[config.mk]
export PLATFORM = sky130hd
export DESIGN_NAME = gmii_rx_frame_check
export DESIGN_NICKNAME = d
export VERILOG_FILES = /design/src/rtl/gmii_rx_pkg.sv /design/src/rtl/crc32_d8.sv /design/src/rtl/gmii_rx_frame_check.sv
export SDC_FILE = /design/constraint.sdc
export NUM_CORES = 1
export LEC_CHECK = 0
export ABC_AREA = 1
export ABC_CLOCK_PERIOD_IN_PS = 4950
export BUFFER_PORTS_ARGS = -buffer_cell sky130_fd_sc_hd__buf_4
export CAP_MARGIN = 20
export CORE_AREA = 2 2 126 128
export CTS_BUF_LIST = sky130_fd_sc_hd__clkbuf_8
export DETAILED_ROUTE_END_ITERATION = 10
export DIE_AREA = 0 0 128 130
export SLEW_MARGIN = 20
export SYNTH_ARGS = -nofsm -noshare
export SYNTH_HDL_FRONTEND = slang
export SYNTH_SLANG_ARGS = --single-unit
[constraint.sdc]
create_clock -name GMII_RX_CLK -period 4.95 [get_ports GMII_RX_CLK]
set_input_delay 0.99 -clock GMII_RX_CLK [delete_from_list [all_inputs] [get_ports GMII_RX_CLK]]
set_output_delay 0.99 -clock GMII_RX_CLK [all_outputs]
set_load 0.02 [all_outputs]
[src/rtl/gmii_rx_pkg.sv]
// Shared types and constants for the GMII receive frame checker.
package gmii_rx_pkg;

  typedef enum logic [1:0] {StIdle, StPre, StBody, StDrop} state_e;

  localparam int unsigned ErrPre   = 0;
  localparam int unsigned ErrRxEr  = 1;
  localparam int unsigned ErrRunt  = 2;
  localparam int unsigned ErrGiant = 3;
  localparam int unsigned ErrCrc   = 4;

  localparam logic [31:0] CrcResidue  = 32'hC704DD7B;
  localparam logic [31:0] CrcSeed     = 32'hFFFFFFFF;
  localparam logic [7:0]  Preamble    = 8'h55;
  localparam logic [7:0]  Sfd         = 8'hD5;
  localparam logic [2:0]  MaxPreamble = 3'd7;

  // GMII delivers bit 0 first; the MSB-first CRC core wants it at the top.
  function automatic logic [7:0] bit_reverse8(input logic [7:0] b);
    logic [7:0] r;
    for (int i = 0; i < 8; i++) r[i] = b[7-i];
    return r;
  endfunction

endpackage

[src/rtl/crc32_d8.sv]
// One-byte step of the MSB-first CRC-32 (poly 0x04C11DB7), no reflection or final xor.
module crc32_d8 (
  input  logic [31:0] crc,
  input  logic [7:0]  data,
  output logic [31:0] next_crc
);
  localparam logic [31:0] Poly = 32'h04C11DB7;

  always_comb begin
    next_crc = crc;
    for (int i = 7; i >= 0; i--) begin
      if (next_crc[31] ^ data[i]) next_crc = {next_crc[30:0], 1'b0} ^ Poly;
      else                        next_crc = {next_crc[30:0], 1'b0};
    end
  end

endmodule

[src/rtl/gmii_rx_frame_check.sv]
// GMII RX front end: strips preamble/SFD, checks FCS, length and RX_ER, emits the frame body.
// Statistics counters exist only when GMII_RX_STATS_EN is defined; otherwise stat_* read 0.
module gmii_rx_frame_check
  import gmii_rx_pkg::*;
#(
  parameter int unsigned MIN_FRAME_BYTES = 64,
  parameter int unsigned MAX_FRAME_BYTES = 1522
) (
  input  logic        GMII_RX_CLK,
  input  logic        reset,
  input  logic [7:0]  gmii_rxd,
  input  logic        gmii_rx_dv,
  input  logic        gmii_rx_er,
  output logic [7:0]  out_data,
  output logic        out_valid,
  output logic        out_sof,
  output logic        out_eof,
  output logic        out_good,
  output logic [4:0]  out_err,
  output logic [31:0] stat_frames_ok,
  output logic [15:0] stat_crc_err,
  output logic [15:0] stat_other_err
);

  localparam logic [10:0] MinN   = 11'(MIN_FRAME_BYTES);
  localparam logic [10:0] GiantN = 11'(MAX_FRAME_BYTES + 1);
  localparam logic [10:0] FcsN   = 11'd5;

  state_e          state_q;
  logic [2:0]      pre_cnt_q;
  logic [10:0]     n_q;
  logic [31:0]     crc_q;
  logic [31:0]     crc_next;
  logic [4:0][7:0] hold_q;
  logic            sof_pend_q;
  logic            rx_er_q;
  logic [7:0]      rxd_rev;
  logic            giant;
  logic            body_end;
  logic            pre_err;
  logic [4:0]      verdict_err;

  assign rxd_rev = bit_reverse8(gmii_rxd);

  crc32_d8 u_crc (
    .crc      (crc_q),
    .data     (rxd_rev),
    .next_crc (crc_next)
  );

  always_comb begin
    giant    = (state_q == StBody) && (n_q == GiantN);
    body_end = (state_q == StBody) && (giant || !gmii_rx_dv);
    pre_err  = 1'b0;
    if (gmii_rx_dv) begin
      if (state_q == StIdle) begin
        pre_err = (gmii_rxd != Preamble);
      end else if (state_q == StPre) begin
        pre_err = (gmii_rxd == Preamble) ? (pre_cnt_q == MaxPreamble) : (gmii_rxd != Sfd);
      end
    end
    verdict_err         = '0;
    verdict_err[ErrPre] = pre_err;
    if (body_end) begin
      verdict_err[ErrRxEr]  = rx_er_q;
      verdict_err[ErrRunt]  = !giant && (n_q < MinN);
      verdict_err[ErrGiant] = giant;
      verdict_err[ErrCrc]   = !giant && (crc_q != CrcResidue);
    end
  end

  always_ff @(posedge GMII_RX_CLK) begin
    if (reset) begin
      state_q    <= StIdle;
      pre_cnt_q  <= '0;
      n_q        <= '0;
      crc_q      <= '0;
      hold_q     <= '0;
      sof_pend_q <= 1'b0;
      rx_er_q    <= 1'b0;
      out_data   <= '0;
      out_valid  <= 1'b0;
      out_sof    <= 1'b0;
      out_eof    <= 1'b0;
      out_good   <= 1'b0;
      out_err    <= '0;
    end else begin
      out_valid <= 1'b0;
      out_sof   <= 1'b0;
      out_eof   <= 1'b0;
      out_good  <= 1'b0;
      out_err   <= '0;
      unique case (state_q)
        StIdle: begin
          if (gmii_rx_dv) begin
            if (pre_err) begin
              state_q <= StDrop;
            end else begin
              state_q   <= StPre;
              pre_cnt_q <= 3'd1;
            end
          end
        end
        StPre: begin
          if (!gmii_rx_dv) begin
            state_q <= StIdle;
          end else if (pre_err) begin
            state_q <= StDrop;
          end else if (gmii_rxd == Sfd) begin
            state_q    <= StBody;
            n_q        <= '0;
            crc_q      <= CrcSeed;
            sof_pend_q <= 1'b1;
            rx_er_q    <= 1'b0;
          end else begin
            pre_cnt_q <= pre_cnt_q + 3'd1;
          end
        end
        StBody: begin
          if (body_end) begin
            // The four youngest held bytes are the FCS; the oldest is the last payload byte.
            if (n_q >= FcsN) begin
              out_valid <= 1'b1;
              out_data  <= hold_q[4];
              out_sof   <= sof_pend_q;
              out_eof   <= 1'b1;
              out_good  <= (verdict_err == '0);
              out_err   <= verdict_err;
            end
            sof_pend_q <= 1'b0;
            state_q    <= (giant && gmii_rx_dv) ? StDrop : StIdle;
          end else begin
            crc_q  <= crc_next;
            n_q    <= (n_q == '1) ? n_q : n_q + 11'd1;
            hold_q <= {hold_q[3:0], gmii_rxd};
            if (gmii_rx_er) rx_er_q <= 1'b1;
            if (n_q >= FcsN) begin
              out_valid  <= 1'b1;
              out_data   <= hold_q[4];
              out_sof    <= sof_pend_q;
              sof_pend_q <= 1'b0;
            end
          end
        end
        StDrop: begin
          if (!gmii_rx_dv) state_q <= StIdle;
        end
        default: state_q <= StIdle;
      endcase
    end
  end

`ifdef GMII_RX_STATS_EN
  // Verdicts are registered once so the counters move the cycle after out_eof.
  logic       evt_q;
  logic [4:0] evt_err_q;

  always_ff @(posedge GMII_RX_CLK) begin
    if (reset) begin
      evt_q          <= 1'b0;
      evt_err_q      <= '0;
      stat_frames_ok <= '0;
      stat_crc_err   <= '0;
      stat_other_err <= '0;
    end else begin
      evt_q     <= body_end || pre_err;
      evt_err_q <= verdict_err;
      if (evt_q) begin
        if (evt_err_q == '0 && stat_frames_ok != '1) stat_frames_ok <= stat_frames_ok + 32'd1;
        if (evt_err_q[ErrCrc] && stat_crc_err != '1) stat_crc_err <= stat_crc_err + 16'd1;
        if ((|evt_err_q[3:0]) && stat_other_err != '1) stat_other_err <= stat_other_err + 16'd1;
      end
    end
  end
`else
  assign stat_frames_ok = '0;
  assign stat_crc_err   = '0;
  assign stat_other_err = '0;
`endif

endmodule

==> results of run 1 <==
-- synthesized netlist by cell type, types with 3 or more instances --
| cell type | n | area, sq um |
|---|---|---|
| o21ai_0 | 36 | 180 |
| nand3_1 | 75 | 375 |
| inv_1 | 57 | 214 |
| o21ai_1 | 9 | 45.0 |
| nor2_1 | 117 | 439 |
| nand4_1 | 4 | 25.0 |
| clkbuf_1 | 15 | 56.3 |
| nor4_1 | 4 | 25.0 |
| dfxtp_1 | 107 | 2140 |
| buf_6 | 5 | 56.3 |
| nor3_1 | 10 | 50.1 |
| buf_4 | 66 | 495 |
| ha_1 | 8 | 100 |
| a21oi_1 | 67 | 335 |
| nand2_2 | 7 | 43.8 |
| xor2_1 | 35 | 307 |
| buf_2 | 8 | 40.0 |
| buf_1 | 5 | 18.8 |
| inv_2 | 3 | 11.3 |
| xnor2_1 | 10 | 87.6 |
| nand2_1 | 227 | 852 |
-- flip-flops by register name, summed over array words and instances (netlist names), 2 cells and up --
register,flops
crc_q,32
hold_q,40
n_q,11
out_data,8
out_err,5
pre_cnt_q,3
state_q,2
-- power by group through the flow --
stage / sequential (W) / clock [W] / combinational (W)
after CTS: 0.00110 / 0.000565 / 0.00139
after detailed placement: 0.00112 / 0 / 0.00138
after global placement: 0.00112 / 0 / 0.00138
final: 0.00110 / 0.000546 / 0.00140
after global routing: 0.00112 / 0.000594 / 0.00158
after floorplan: 0.00109 / 0 / 0.00120
-- final timing paths --
path / from / to / slack, ns
worst max-delay path: state_q[0]$_SDFFE_PP0P_ / n_q[3]$_SDFFE_PP0P_ / 2.18
worst min-delay path: rx_er_q$_SDFFE_PP0P_ / rx_er_q$_SDFFE_PP0P_ / 0.47
worst max register to register: state_q[0]$_SDFFE_PP0P_ / n_q[3]$_SDFFE_PP0P_ / 2.18
worst min register to register: rx_er_q$_SDFFE_PP0P_ / rx_er_q$_SDFFE_PP0P_ / 0.47
-- through the flow --
| stage | util (%) | area [sq um] | hold WS [ns] | setup WS (ns) | total power [W] |
|---|---|---|---|---|---|
| floorplan | - | 6280 | 0.408 | 2.69 | 0.00229 |
| global placement | 39.5 | 6090 | 0.450 | 1.88 | 0.00250 |
| detailed placement | 39.5 | 6090 | 0.451 | 1.85 | 0.00250 |
| CTS | 40.7 | 6280 | 0.469 | 2.20 | 0.00306 |
| global route | 40.7 | 6280 | 0.485 | 1.93 | 0.00329 |
| finish | 40.7 | 6280 | 0.467 | 2.18 | 0.00304 |
-- layout make-up --
class	count	share of cell area [%]
Multi-Input combinational cell	687	51.7
Sequential cell	107	34.1
Tap cell	192	3.83
Timing Repair Buffer	31	3.71
Inverter	60	3.59
Clock buffer	9	1.97
Clock inverter	7	1.10
-- layout by cell type (no fill, tap or decap), types with 2 or more instances in the layout --
| cell | count |
|---|---|
| nor3_1 | 10 |
| nand4_1 | 4 |
| nand3_1 | 75 |
| a21oi_1 | 67 |
| ha_1 | 7 |
| nor2_1 | 117 |
| inv_2 | 4 |
| xnor2_1 | 10 |
| o21ai_0 | 36 |
| inv_1 | 56 |
| nand3_2 | 2 |
| buf_4 | 31 |
| nand3b_1 | 2 |
| nand2_2 | 7 |
| nand2_1 | 227 |
| xor2_1 | 35 |
| nor4_1 | 4 |
| clkbuf_8 | 9 |
| inv_8 | 2 |
| dfxtp_1 | 107 |
| conb_1 | 64 |
| o21ai_1 | 9 |
-- layer usage --
layer / wire (um) / global-route usage, % / share of wire [%]
met1: 7040 / 23.9 / 51
met3: 519 / 2.54 / 3.8
met5: 0 / 0 / 0
met2: 5910 / 26.0 / 43
met4: 325 / 7.11 / 2.4
-- critical path, cell delays in order, from the launching register on --
cell     delay (ns)
dfxtp_1        0.38
inv_1          0.09
ha_2           0.19
inv_2          0.24
nor3_2         0.09
nand3_2        0.17
nand2_2        0.11
nand2_2        0.12
nand2_1        0.07
nor2_1         0.60
nand2_2        0.33
a21oi_1        0.21
nor2_1         0.05
-- kinds of logic (layout without fill, tap and decap cells) --
kind of cell / Yosys count / in the layout / synth area share [%]
xor gates and xnor gates: 45 / 45 / 6.52
and+or+nand+nor: 455 / 455 / 31.9
adders and majority gates: 8 / 8 / 1.66
AOI/OAI and AO/OA: 115 / 115 / 9.65
buffers and inverters: 159 / 107 / 14.8
other: 1 / 64 / 0.0621
DFF: 107 / 107 / 35.5
==> out/results.ini, run 1 <==
[run_status]
status=completed

[cells_and_area]
multi_input_area_sq_mm=0.00325
nFillCells=1649
ff_latch_area_sq_mm=0.00214
stdcell_count=1093
diodes=0
final_layout_size_suffix_gt1_share_pct=7.33
area_delta_synth_final_pct=3.93
nets=916

[cts]
ctsResizeCount=0
hold_buffers=0
cts_inserted_buffers=9
insertion_delay_ns=0.40
cts_tree=yes
cts_root_buffer=clkbuf_8
ctsHtreeMaxLevel=3
cts_max_path_buffers=2
path_clk_slew_ns=0.12
cts_setup_buffers=0
cts.sinks=107

[logic_synthesis]
seq_area_frac_synth_pct=35.5
yosysWarnings=0
synth_cell_types=34
ys.flop_type=dfxtp_1
synthCells=890
avgSynthCellArea_sq_um=6.79
syn-cell-area_sq_mm=0.00604
synth_seq_cells=107
synth-edff-count=0
ys_async_sr_fraction_pct=0

[placed_design]
numPortBuffers=28
gp_congestion=0.853
place_hpwl_um=9340
dp_cells=1077

[route]
drt_iter0_markers=287
drt_first_pass_iters=4
drc=0
final_antenna_net_count=0
drt-vias-per-instance=4.81
routedWlPerCell_um=12.6
postRouteWirelength_um=13800
vias=5258

[sta]
hold_viol=0
layout_min_cycle_time_ns=2.77
fmax_mhz=362
final_max_slew_viol_count=0
tightestPinTransition_ns=0.873
slew_headroom_pct=41.6
fin_tns_setup_ns=0
fin_worst_skew_ns=0.0116
post-route-period-util_pct=55.9
rsz0062_at_grt=false
finalSetupViolations=0

[worst_setup_path]
critical_path_class=register to register
cp_data_required_time_ns=5.25
worstPathArrival_ns=3.07
critPathLaunchType=register
critPathCaptureType=register
r2r_cells=12
crit_path_max_fanout=16

[die]
start_util_pct=39.2
rows=46
dieArea_sq_mm=0.0166
design.portCount=93
die_h_um=130
coreArea_sq_mm=0.0154
die_w_um=128

[power_and_ir_drop]
vdd.ir_drop.worst_v=0.000239
pwr_density_cell_mw_per_mm2=484
sw_frac_of_total_pct=47.0
power_frac_clock_pct=18.0
p_leak_nw=2.73
sequentialPowerShare_pct=36.2
p_int_w=0.00161
switchingPower_w=0.00143
combPwrFrac_pct=45.9

[global_route]
overflow=0
grtUsageTotal_pct=17.0
grt_pass1_vias=4670
grt_pass1_wl_um=22900
grt_max_degree=59
antenna_found_initial=0

[min_path]
hold_class=register to register
holdPathStages=2

[job]
maxCapViolCount=0

(Power assumes the default switching activity.)
==> run 2: changes to the inputs <==
- ABC_CLOCK_PERIOD_IN_PS: 4950 -> 2800
- clock period: 4.95 -> 2.8 ns (I/O delays scaled with it)
==> run 2 against run 1 <==
Critical path depth is 1 lower; clock skew is 0.012 ns higher; sequential share of layout area is 0.46 points lower; via count is 0.32% higher.
==> out/results.ini, run 2 (synthesized netlist as in run 1, its figures left out) <==
[run_status]
status=completed

[sta]
final_max_slew_viol_count=0  ; unchanged
fin_tns_setup_ns=0  ; unchanged
fin_worst_skew_ns=0.0234  ; +0.0117 ns
post-route-period-util_pct=86.4  ; +31 points
tightestPinTransition_ns=0.778  ; -0.0950 ns
slew_headroom_pct=47.9  ; +6.3 points
rsz0062_at_grt=false
layout_min_cycle_time_ns=2.42  ; -0.346 ns
finalSetupViolations=0  ; unchanged
fmax_mhz=413  ; +14%
hold_viol=0  ; unchanged

[route]
postRouteWirelength_um=13800  ; +0.33%
drt-vias-per-instance=4.79  ; -0.41%
vias=5275  ; +0.32%
drt_iter0_markers=322  ; +12%
final_antenna_net_count=0  ; unchanged
drt_first_pass_iters=5  ; +1
routedWlPerCell_um=12.6  ; -0.40%
drc=0  ; unchanged

[worst_setup_path]
critPathTopFamily=simple AND/OR/NAND/NOR gates
cpPeakStageDelay_ns=0.60  ; about the same
critical_path_class=register to register
crit_path_max_fanout=12  ; -4
critPathLaunchType=register
worstPathArrival_ns=2.72  ; -0.35 ns
critPathCaptureType=register
critPathBufInv=1  ; -1
path_cells=ha_1, nand2_1, inv_1, nand2_1, nor2_1, nand3_1, nand2_1, nor2_1, nand2_2, a21oi_1, nor2_1
cp_data_required_time_ns=3.10  ; -2.15 ns
slowest_stage=nor2_1

[global_route]
grt_max_degree=47  ; -20%
grt_pass1_wl_um=23700  ; +3.5%
overflow=0  ; unchanged
antenna_found_initial=0  ; unchanged
grtUsageTotal_pct=17.6  ; +0.61 points
grt_pass1_vias=4777  ; +2.3%

[power_and_ir_drop]
pwr_density_cell_mw_per_mm2=861  ; +78%
vdd.ir_drop.worst_v=0.000351  ; +47%
p_leak_nw=2.78  ; +1.7%
power_w=0.00548  ; +80%

[cts]
cts_setup_buffers=0  ; unchanged
insertion_delay_ns=0.41  ; about the same
cts_root_buffer=clkbuf_8
hold_buffers=0  ; unchanged
cts_max_path_buffers=2  ; unchanged
cts_inserted_buffers=9  ; unchanged
ctsResizeCount=0  ; unchanged
cts.sinks=107  ; unchanged
cts_tree=yes
ctsHtreeMaxLevel=3  ; unchanged
path_clk_slew_ns=0.12  ; about the same

[cells_and_area]
regMostFlops=hold_q
largest_reg_flops=40  ; unchanged
layout_common_cells=nand2_1, nor2_1, dfxtp_1
nets=924  ; +0.87%
top_regs=hold_q x40, crc_q x32, n_q x11
fin_area_sq_mm=0.00636  ; +1.4%
layout_commonest_cell=nand2_1
final_layout_size_suffix_gt1_share_pct=8.03  ; +0.71 points
ff_latch_area_sq_mm=0.00214  ; unchanged
multi_input_area_sq_mm=0.00325  ; unchanged
nFillCells=1667  ; +1.1%
diodes=0  ; unchanged
area_delta_synth_final_pct=5.34

[die]
design.portCount=93  ; unchanged
rows=46  ; unchanged
dieArea_sq_mm=0.0166  ; unchanged
start_util_pct=39.2  ; unchanged
coreArea_sq_mm=0.0154  ; unchanged
die_h_um=130  ; unchanged
die_w_um=128  ; unchanged

[job]
maxCapViolCount=0  ; unchanged

[placed_design]
place_area_sq_mm=0.00615  ; +0.99%
place_hpwl_um=9610  ; +2.9%
gp_congestion=0.861  ; +1.0%
numPortBuffers=28  ; unchanged

[min_path]
hold_class=primary input to register

==> run 2: cell count changes in the layout (fill, tap and decap cells not counted) <==
cell,delta
buf_4,+8
clkinv_2,-1
inv_2,-1
inv_8,-1
clkinv_8,+3
clkinvlp_4,-1
inv_1,+1
==> run 2: cell type report <==
type | instances | area share (%)
flip-flops and latches | 107 | 33.7
repair buffers | 39 | 4.60
clock buffers | 9 | 1.95
inverters | 60 | 3.54
clock inverters | 7 | 1.47
multi-input cells | 687 | 51.0
well taps | 192 | 3.77
==> run 2: tightest hold or removal path: cells and delay by family <==
family | cells | cell delay [ns]
buf+inv | 1 | 0.11
simple gates | 1 | 0.05
compound gates | 1 | 0.05
==> run 2: final timing paths <==
path,from,to,slack [ns],cells past startpoint
worst max register to register,n_q[0]$_SDFFE_PP0P_,n_q[3]$_SDFFE_PP0P_,0.38,11
worst max-delay path,n_q[0]$_SDFFE_PP0P_,n_q[3]$_SDFFE_PP0P_,0.38,11
worst min register to register,rx_er_q$_SDFFE_PP0P_,rx_er_q$_SDFFE_PP0P_,0.46,2
worst min-delay path,gmii_rx_er,rx_er_q$_SDFFE_PP0P_,0.40,3
==> run 2: metrics by stage <==
step	hold slack [ns]	util, %	std cells	worst slack [ns]
after floorplan	0.408	-	953	0.965
after detailed placement	0.442	39.9	1085	0.148
final	0.402	41.3	1101	0.380
after global routing	0.398	41.3	1101	0.0984
after CTS	0.379	41.3	1101	0.391
after global placement	0.438	39.9	1085	0.185
==> run 2: layer usage <==
| layer | part of all wire, % | routed length (um) | vias up | track usage [%] |
|---|---|---|---|---|
| met1 | 51 | 7120 | 2411 | 25.3 |
| met3 | 4.3 | 602 | 16 | 3.20 |
| li1 | - | - | 2729 | - |
| met4 | 1.9 | 260 | 0 | 5.62 |
| met5 | 0 | 0 | - | 0 |
| met2 | 42 | 5860 | 119 | 26.6 |
==> run 2: power breakdown <==
group | internal (W) | leakage [nW] | total, W | switching (W)
clock network | 0.000365 | 0.107 | 0.00101 | 0.000645
registers | 0.00175 | 0.870 | 0.00195 | 0.000199
logic | 0.000791 | 1.80 | 0.00252 | 0.00173
==> run 3: changes to the inputs <==
- CORE_AREA: 2 2 126 128 -> 2 2 145 112
- DIE_AREA: 0 0 128 130 -> 0 0 147 114
==> run 3 against run 2 <==
Non-clock buffer count did not move; critical path depth fell by 4; global-route usage fell by 0.68 points; largest cell class unchanged; largest power group unchanged.
==> out/results.ini, run 3 (synthesized netlist as in run 1, its figures left out) <==
[die]
dieArea_sq_mm=0.0168  ; +0.71%
die_w_um=147  ; +15%
coreArea_sq_mm=0.0155  ; +0.58%
start_util_pct=38.9  ; -0.23 points
die_h_um=114  ; -12%
rows=40  ; -13%
design.portCount=93  ; unchanged

[cts]
cts_max_path_buffers=2  ; unchanged
cts.sinks=107  ; unchanged
path_clk_slew_ns=0.11  ; about the same
cts_tree=yes
insertion_delay_ns=0.40  ; about the same
cts_setup_buffers=0  ; unchanged
ctsHtreeMaxLevel=3  ; unchanged
cts_root_buffer=clkbuf_8
ctsResizeCount=0  ; unchanged
cts_inserted_buffers=9  ; unchanged
hold_buffers=0  ; unchanged

[route]
drt_iter0_markers=460  ; +43%
drt-vias-per-instance=4.63  ; -3.3%
drt_first_pass_iters=5  ; unchanged
final_antenna_net_count=0  ; unchanged
postRouteWirelength_um=13900  ; +0.73%
drc=0  ; unchanged
vias=5183  ; -1.7%
routedWlPerCell_um=12.5  ; -0.89%

[sta]
fin_hold_ws_ns=0.434  ; +0.0329 ns
post-route-period-util_pct=82.2  ; -4.2 points
fmax_mhz=434  ; +5.1%
final_max_slew_viol_count=0  ; unchanged
slew_headroom_pct=63.4  ; +15 points
layout_min_cycle_time_ns=2.30  ; -0.119 ns
hold_viol=0  ; unchanged
fin_worst_skew_ns=0.0118  ; -0.0116 ns
rsz0062_at_grt=false
tightestPinTransition_ns=0.549  ; -0.229 ns
fin_tns_setup_ns=0  ; unchanged
finalSetupViolations=0  ; unchanged

[worst_setup_path]
crit_path_max_fanout=49  ; +37
path_cells=inv_1, ha_2, buf_4, nand3_1, buf_4, nand2_1, a21oi_1
cp_common_cell=buf_4
worstPathArrival_ns=2.57  ; -0.15 ns
slowest_stage=nand3_1
critical_path_class=register to register
critPathLaunchType=register
critPathBufInv=3  ; +2
cpPeakStageDelay_ns=0.52  ; -0.08 ns
cp_data_required_time_ns=3.07  ; -0.03 ns
critPathTopFamily=buffers and inverters
critPathCaptureType=register

[run_status]
status=completed

[cells_and_area]
diodes=0  ; unchanged
regMostFlops=hold_q
nets=924  ; unchanged
final_layout_size_suffix_gt1_share_pct=8.03  ; unchanged
fin_area_sq_mm=0.00638  ; +0.31%
layout_commonest_cell=nand2_1
nFillCells=1654  ; -0.78%
area_delta_synth_final_pct=5.67
largest_reg_flops=40  ; unchanged
layout_common_cells=nand2_1, nor2_1, dfxtp_1
top_regs=hold_q x40, crc_q x32, n_q x11

[placed_design]
place_hpwl_um=9950  ; +3.5%
place_area_sq_mm=0.00617  ; +0.37%
numPortBuffers=28  ; unchanged
gp_congestion=0.845  ; -1.9%

[power_and_ir_drop]
pwr_density_cell_mw_per_mm2=868  ; +0.83%
vdd.ir_drop.worst_v=0.000305  ; -13%
switchingPower_w=0.00255  ; -0.95%
combPwrFrac_pct=46.2  ; +0.2 points
power_frac_clock_pct=18.6  ; +0.2 points
sequentialPowerShare_pct=35.2  ; -0.4 points
p_leak_nw=2.78  ; about the same
p_int_w=0.00299  ; +3.0%
power_w=0.00554  ; +1.1%
sw_frac_of_total_pct=46.0  ; -0.97 points

[global_route]
antenna_found_initial=0  ; unchanged
grt_pass1_wl_um=22900  ; -3.5%
grt_max_degree=50  ; +6.4%
grt_pass1_vias=4341  ; -9.1%
overflow=0  ; unchanged
grtUsageTotal_pct=16.9  ; -0.68 points

[job]
maxCapViolCount=0  ; unchanged

[min_path]
hold_class=primary input to register

[run 3: cell types whose count changed in the layout (fill, tap and decap cells not counted)]
cell        delta
bufinv_16      +1
clkinv_8       -3
clkinvlp_4     +1
inv_6          +1
[run 3: power by group through the flow]
stage	sequential [W]	combinational, W	clock, W
after floorplan	0.00193	0.00212	0
after global placement	0.00198	0.00252	0
after detailed placement	0.00198	0.00252	0
after CTS	0.00195	0.00254	0.00106
after global routing	0.00198	0.00288	0.00113
final	0.00195	0.00256	0.00103
[run 3: worst min-delay path, cell delays in order]
cell	delay, ns
buf_4	0.12
nand2_1	0.06
a21oi_1	0.05
[run 3: layout make-up]
type                    instances  area [sq um]  share of cell area, %
multi-input cells             687          3250                   50.9
flip-flops and latches        107          2140                   33.5
repair buffers                 39           293                   4.59
well taps                     210           263                   4.12
inverters                      60           225                   3.53
clock buffers                   9           124                   1.94
clock inverters                 7          91.3                   1.43
[run 3: final timing paths]
path                           startpoint  slack [ns]                 endpoint  depth (start not counted)
hold reg to reg      rx_er_q$_SDFFE_PP0P_        0.45     rx_er_q$_SDFFE_PP0P_                          2
setup reg to reg  state_q[0]$_SDFFE_PP0P_        0.50  hold_q[33]$_SDFFE_PP0P_                          7
hold / removal                 gmii_rx_er        0.43     rx_er_q$_SDFFE_PP0P_                          3
setup / recovery  state_q[0]$_SDFFE_PP0P_        0.50  hold_q[33]$_SDFFE_PP0P_                          7
[run 3: metal layers]
metal | vias up | wire length (um) | GRT usage (%)
met5 | - | 0 | 0
met4 | 0 | 163 | 4.62
met3 | 13 | 840 | 4.00
met2 | 134 | 5380 | 22.0
met1 | 2316 | 7560 | 27.0
li1 | 2720 | - | -
[run 3: per-stage QoR]
step           cells  util, %  setup WS, ns
2_1_floorplan    953        -         0.965
3_3_place_gp    1103     39.8         0.446
3_5_place_dp    1103     39.8         0.389
4_1_cts         1119     41.2         0.481
5_1_grt         1119     41.2         0.227
6_report        1119     41.2         0.498
